### config.mk
export PLATFORM = sky130hd
export DESIGN_NAME = rbe_binconv_accum
export DESIGN_NICKNAME = d
export VERILOG_FILES = /design/src/rtl/rbe_binconv_accum.sv
export SDC_FILE = /design/constraint.sdc
export NUM_CORES = 1
export LEC_CHECK = 0
export CORE_ASPECT_RATIO = 1.1
export CORE_MARGIN = 5
export CORE_UTILIZATION = 59
export DETAILED_ROUTE_END_ITERATION = 8
export DONT_BUFFER_PORTS = 1
export PLACE_DENSITY = 0.9
export SLEW_MARGIN = 30
export SYNTH_ARGS = -nofsm -noshare
export SYNTH_HDL_FRONTEND = slang
export SYNTH_SLANG_ARGS = --single-unit
### constraint.sdc
create_clock -name clk_i -period 3.1 [get_ports clk_i]
set_clock_uncertainty 0.1 [all_clocks]
set_input_delay 0.31 -clock clk_i [delete_from_list [all_inputs] [get_ports clk_i]]
set_output_delay 0.31 -clock clk_i [all_outputs]
set_load 0.005 [all_outputs]
### src/rtl/rbe_binconv_accum.sv
// Bit-plane popcount accumulator: shift/negate each beat, accumulate, emit one result per run.
// Optional saturation with sticky overflow flag: define RBE_BINCONV_ACCUM_SAT_EN.
module rbe_binconv_accum #(
    parameter  int TP      = 32,
    parameter  int ACC_W   = 32,
    parameter  int SHIFT_W = 4,
    parameter  int CNT_W   = 16,
    localparam int POP_W   = $clog2(TP) + 1
) (
    input  logic               clk_i,
    input  logic               rst_ni,
    input  logic               enable_i,
    input  logic               clear_i,
    input  logic               start_i,
    input  logic [CNT_W-1:0]   len_i,
    input  logic               pop_valid_i,
    output logic               pop_ready_o,
    input  logic [POP_W-1:0]   pop_data_i,
    input  logic [SHIFT_W-1:0] shift_i,
    input  logic               negate_i,
    output logic               acc_valid_o,
    input  logic               acc_ready_i,
    output logic [ACC_W-1:0]   acc_data_o,
    output logic               busy_o,
    output logic               overflow_o
);

    localparam int TERM_W = POP_W + 2**SHIFT_W - 1;
    localparam int EXT_W  = ((ACC_W > TERM_W) ? ACC_W : TERM_W) + 2;

    typedef enum logic [1:0] {IDLE, ACCUM, OUTPUT} state_e;

    state_e             state_q;
    logic [CNT_W-1:0]   len_q, cnt_q;
    logic [ACC_W-1:0]   acc_q, acc_d;
    logic [EXT_W-1:0]   term, acc_ext, sum;
    logic               pop_hs, last_beat;

    assign pop_ready_o = (state_q == ACCUM) & enable_i;
    assign acc_valid_o = (state_q == OUTPUT) & enable_i;
    assign acc_data_o  = acc_q;
    assign busy_o      = (state_q != IDLE);
    assign pop_hs      = pop_valid_i & pop_ready_o;
    assign last_beat   = (cnt_q == len_q - CNT_W'(1));

    // Wide enough that a single update can never overflow before reduction to ACC_W.
    always_comb begin
        term    = EXT_W'(pop_data_i) << shift_i;
        acc_ext = {{(EXT_W-ACC_W){acc_q[ACC_W-1]}}, acc_q};
        sum     = negate_i ? (acc_ext - term) : (acc_ext + term);
    end

`ifdef RBE_BINCONV_ACCUM_SAT_EN
    localparam logic [EXT_W-1:0] SAT_MAX = (EXT_W'(1) << (ACC_W-1)) - EXT_W'(1);
    localparam logic [EXT_W-1:0] SAT_MIN = ~SAT_MAX;

    logic ovf_evt, ovf_q;

    always_comb begin
        ovf_evt = 1'b0;
        acc_d   = sum[ACC_W-1:0];
        if ($signed(sum) > $signed(SAT_MAX)) begin
            ovf_evt = 1'b1;
            acc_d   = SAT_MAX[ACC_W-1:0];
        end else if ($signed(sum) < $signed(SAT_MIN)) begin
            ovf_evt = 1'b1;
            acc_d   = SAT_MIN[ACC_W-1:0];
        end
    end

    always_ff @(posedge clk_i or negedge rst_ni) begin
        if (!rst_ni)      ovf_q <= 1'b0;
        else if (clear_i) ovf_q <= 1'b0;
        else if (pop_hs)  ovf_q <= ovf_q | ovf_evt;
    end

    assign overflow_o = ovf_q;
`else
    logic unused_sum_hi;

    assign acc_d         = sum[ACC_W-1:0];
    assign unused_sum_hi = ^sum[EXT_W-1:ACC_W];
    assign overflow_o    = 1'b0;
`endif

    always_ff @(posedge clk_i or negedge rst_ni) begin
        if (!rst_ni) begin
            state_q <= IDLE;
            len_q   <= '0;
            cnt_q   <= '0;
            acc_q   <= '0;
        end else if (clear_i) begin
            state_q <= IDLE;
            cnt_q   <= '0;
            acc_q   <= '0;
        end else if (enable_i) begin
            unique case (state_q)
                IDLE: begin
                    if (start_i && len_i != '0) begin
                        state_q <= ACCUM;
                        len_q   <= len_i;
                        cnt_q   <= '0;
                        acc_q   <= '0;
                    end
                end
                ACCUM: begin
                    if (pop_hs) begin
                        acc_q <= acc_d;
                        cnt_q <= cnt_q + CNT_W'(1);
                        if (last_beat) state_q <= OUTPUT;
                    end
                end
                OUTPUT: begin
                    // A start_i coinciding with this handshake is dropped: we leave via IDLE first.
                    if (acc_ready_i) begin
                        state_q <= IDLE;
                        acc_q   <= '0;
                        cnt_q   <= '0;
                    end
                end
                default: state_q <= IDLE;
            endcase
        end
    end

endmodule

==> qor.csv <==
stage,metric,value,unit
routing,via_count,6438,
global_routing,grt_pass1_vias,6264,
synthesis,async_flop_share,1.00,
floorplanning,ios,70,
synthesis,ys.flop_type,dfrtp_1,
power_and_ir_drop,swShare,0.361,
routing,vias_per_cell,6.62,
power_and_ir_drop,p_seq_frac,0.328,
worst_setup_path,critPathKind,in -> reg,
cells_and_area,antenna_cells,0,
timing,fmax,0.245,GHz
worst_setup_path,path_buf_inv,3,
cells_and_area,drive_gt1_frac,0.312,
synthesis,syn-num-nets,772,
run_status,violations,setup timing,
timing,fin_ws,-975,ps
run_status,status,"complete, but fails checks",
timing,hold_viol,0,
floorplanning,core,0.00984,sq mm
cells_and_area,design_area,0.00780,sq mm
placed_design,placed_cell_area,0.00698,sq mm
clocking,clockBufferDepth,2,
floorplanning,start_util,0.599,
timing,finalSetupViolCount,21,
clocking,cts_tree,done,
floorplanning,die_w,105,microns
power_and_ir_drop,p_int,0.00201,W
global_routing,antenna_found_initial,0,
worst_setup_path,arrival,4200,ps
run,max-cap-violations,0,
global_routing,grt_overflow_total,0,
synthesis,synth-edff-count,0,
synthesis,post_synth_num_cell_types,78,
clocking,clk_latency,370,ps
synthesis,syn-cell-area,0.00589,sq mm
routing,wire_per_inst,21.0,microns
synthesis,yosys.area.top_type,dfrtp_1,
routing,postRouteWirelength,20.5,mm
cells_and_area,final_cells,973,
power_and_ir_drop,p_sw,0.00113,W
worst_setup_path,start_kind,input pin,
cells_and_area,nets,918,
worst_setup_path,crit_path_cell_trace,mux2i_2 -> buf_4 -> nand2_1 -> nand2_2 -> a221oi_1 -> nor2b_1 -> nor2b_4 -> buf_4 -> a31oi_1 -> xor2_1 -> ha_1 -> and3_1 -> a221o_1 -> a22oi_2 -> o21ai_4 -> a311oi_4 -> o211ai_1 -> o211ai_1 -> buf_4 -> xor2_1 -> o21ai_0,
cells_and_area,syn2layout_area_growth,32.3,%
synthesis,synth_warnings,0,
power_and_ir_drop,pwr-share-clk,0.253,
timing,hold_slack,1.98,ps
synthesis,synth_seq_area_share,0.280,
worst_setup_path,crit_top_cell,buf_4,
floorplanning,row_count,38,
power_and_ir_drop,pwr-share-comb,0.420,
synthesis,yosys-top-cells-area,"dfrtp_1 28%, ha_1 7.2%, xnor2_1 5.9%",
timing,worstMarginPinSlew,514,ps
power_and_ir_drop,p_leak,3.53,nW
clocking,htree_levels,3,
worst_setup_path,critPathMaxStageDelay,370,ps
clocking,path_clk_slew,70,ps
worst_setup_path,crit_family,compound AO/OA/AOI/OAI gates,
timing,slew_viol_final,0,
routing,drc,0,
power_and_ir_drop,cellPowerDensity,403,mW/mm^2
placed_design,gp_congestion,0.962,
floorplanning,die_h,115,microns
timing,max_slew_margin,0.658,
placed_design,dp_hpwl,13.5,mm
timing,finalCriticalPeriod,4070,ps
synthesis,netlist_instances,703,
worst_setup_path,slowest_stage,a221oi_1,
power_and_ir_drop,ir_worst_vdd,237,uV
clocking,numCtsBuffers,9,
global_routing,grt_usage,0.316,
clocking,root_buffer,clkbuf_8,
worst_setup_path,cp_max_fo,19,
worst_setup_path,critPathRequiredTime,3230,ps
synthesis,synth_top_area_frac,0.280,
global_routing,grt_pass1_wl,31.2,mm
floorplanning,dieArea,0.0121,sq mm
routing,dr.pass1.iters,5,
synthesis,avgSynthCellArea,8.38,sq um
routing,drt_iter0_markers,578,
global_routing,grt_max_degree,67,
timing,rsz0062_at_grt,yes,
worst_setup_path,critPathCaptureType,flip-flop,
routing,ant_nets,0,
hold_path,hp-class,in -> reg,
synthesis,synth_seq_cells,66,
placed_design,portBuffers,0,
timing,period_share,1.31,
placed_design,place_inst,920,
clocking,clock-sinks,66,
placed_design,preCtsSetupSlack,-1120,ps
flip-flops by register name (all words and copies together), names as in the netlist:
signal,flops
acc_data_o,32
cnt_q,16
state_q,2
len_q,16
synthesized netlist by cell type (3+ instances only):
cell type  instances
ha_1              34
a31oi_1            7
nand2b_1          17
buf_2              3
nor3_1            13
dfrtp_1           66
o21ai_1            5
a22oi_1            7
nor2b_1           15
o21ai_0           42
nor4_1             7
and2_1             5
xor2_1            31
o21bai_1           3
clkbuf_1          19
nand3_1           21
o22ai_1            4
a32o_1             4
or3_1              5
inv_1             17
a21o_1            23
mux2i_1            6
xnor2_1           40
or4_1              5
a22o_1             4
a211o_1            4
and3_1            13
a31o_2             6
a21oi_1           38
o311a_1            3
a311oi_1           3
o31ai_1            8
nand2_1           73
nor2_1            60
o211ai_1           8
nand4_1            7
a221oi_1           3
or2_2              5
o22a_1             3
mux2_2            16
o21a_1             6
cell type report:
cell class / count / area, sq um
well taps: 120 / 150
clock buffers: 13 / 169
flip-flops and latches: 66 / 1650
multi-input cells: 594 / 4460
repair buffers: 160 / 1260
clock inverters: 2 / 35.0
inverters: 18 / 71.3
fillers: 590 / 2050
timing repair:
action	4_1_cts	5_1_grt
setup buffers	14	14
hold buffers	7	3
hold endpoints to repair	71	3
pin swaps	30	32
setup endpoints to repair	21	26
gates resized for setup	33	33
stage by stage:
step	util	TNS [ps]	power [W]
floorplan	-	-14750	0.00174
global placement	0.709	-15120	0.00206
detailed placement	0.709	-18040	0.00212
CTS	0.766	-8910	0.00300
global route	0.792	-16520	0.00327
finish	0.792	-13830	0.00314
path summary, 6_finish.rpt:
kind                                startpoint             end  slack (ps)  depth (start not counted)
worst min-delay path                 len_i[11]       len_q[11]           2                          1
worst max register to register  acc_data_o[11]  acc_data_o[27]         -20                         12
max in group asynchronous               rst_ni  acc_data_o[12]        2200                          2
worst max-delay path                shift_i[1]  acc_data_o[27]        -970                         21
worst min register to register      state_q[0]      state_q[0]         450                          1
min in group asynchronous               rst_ni       len_q[14]         420                          2
layout by cell type, fill, tap and decap left out, types with 20 or more instances in the layout:
master and count:
dfrtp_1 66, xnor2_1 39, a21oi_1 28, a21o_1 23, nand2_1 71, ha_1 31
buf_4 147, xor2_1 29, nand3_1 20, nor2_1 56, o21ai_0 25
power by group through the flow:
| stage | logic, W | registers (W) | clock network, W |
|---|---|---|---|
| after floorplan | 0.000730 | 0.00101 | 0 |
| after global placement | 0.00103 | 0.00103 | 0 |
| after detailed placement | 0.00108 | 0.00104 | 0 |
| after CTS | 0.00119 | 0.00102 | 0.000786 |
| after global routing | 0.00140 | 0.00104 | 0.000828 |
| final | 0.00132 | 0.00103 | 0.000793 |
per-layer routing:
| metal | global-route usage | wire, microns |
|---|---|---|
| met1 | 0.371 | 7680 |
| met2 | 0.567 | 10200 |
| met3 | 0.0679 | 1730 |
| met4 | 0.118 | 848 |
| met5 | 0 | 0 |
logic make-up after synthesis:
| kind of cell | after synthesis | share of synthesized area |
|---|---|---|
| DFF | 66 | 0.280 |
| xor gates and xnor gates | 71 | 0.106 |
| AOI/OAI and AO/OA | 201 | 0.233 |
| and+or+nand+nor | 258 | 0.219 |
| muxes | 28 | 0.0563 |
| buffers and inverters | 43 | 0.0299 |
| other | 1 | 0.000636 |
| adders and majority gates | 35 | 0.0756 |
(Power assumes the default switching activity.)
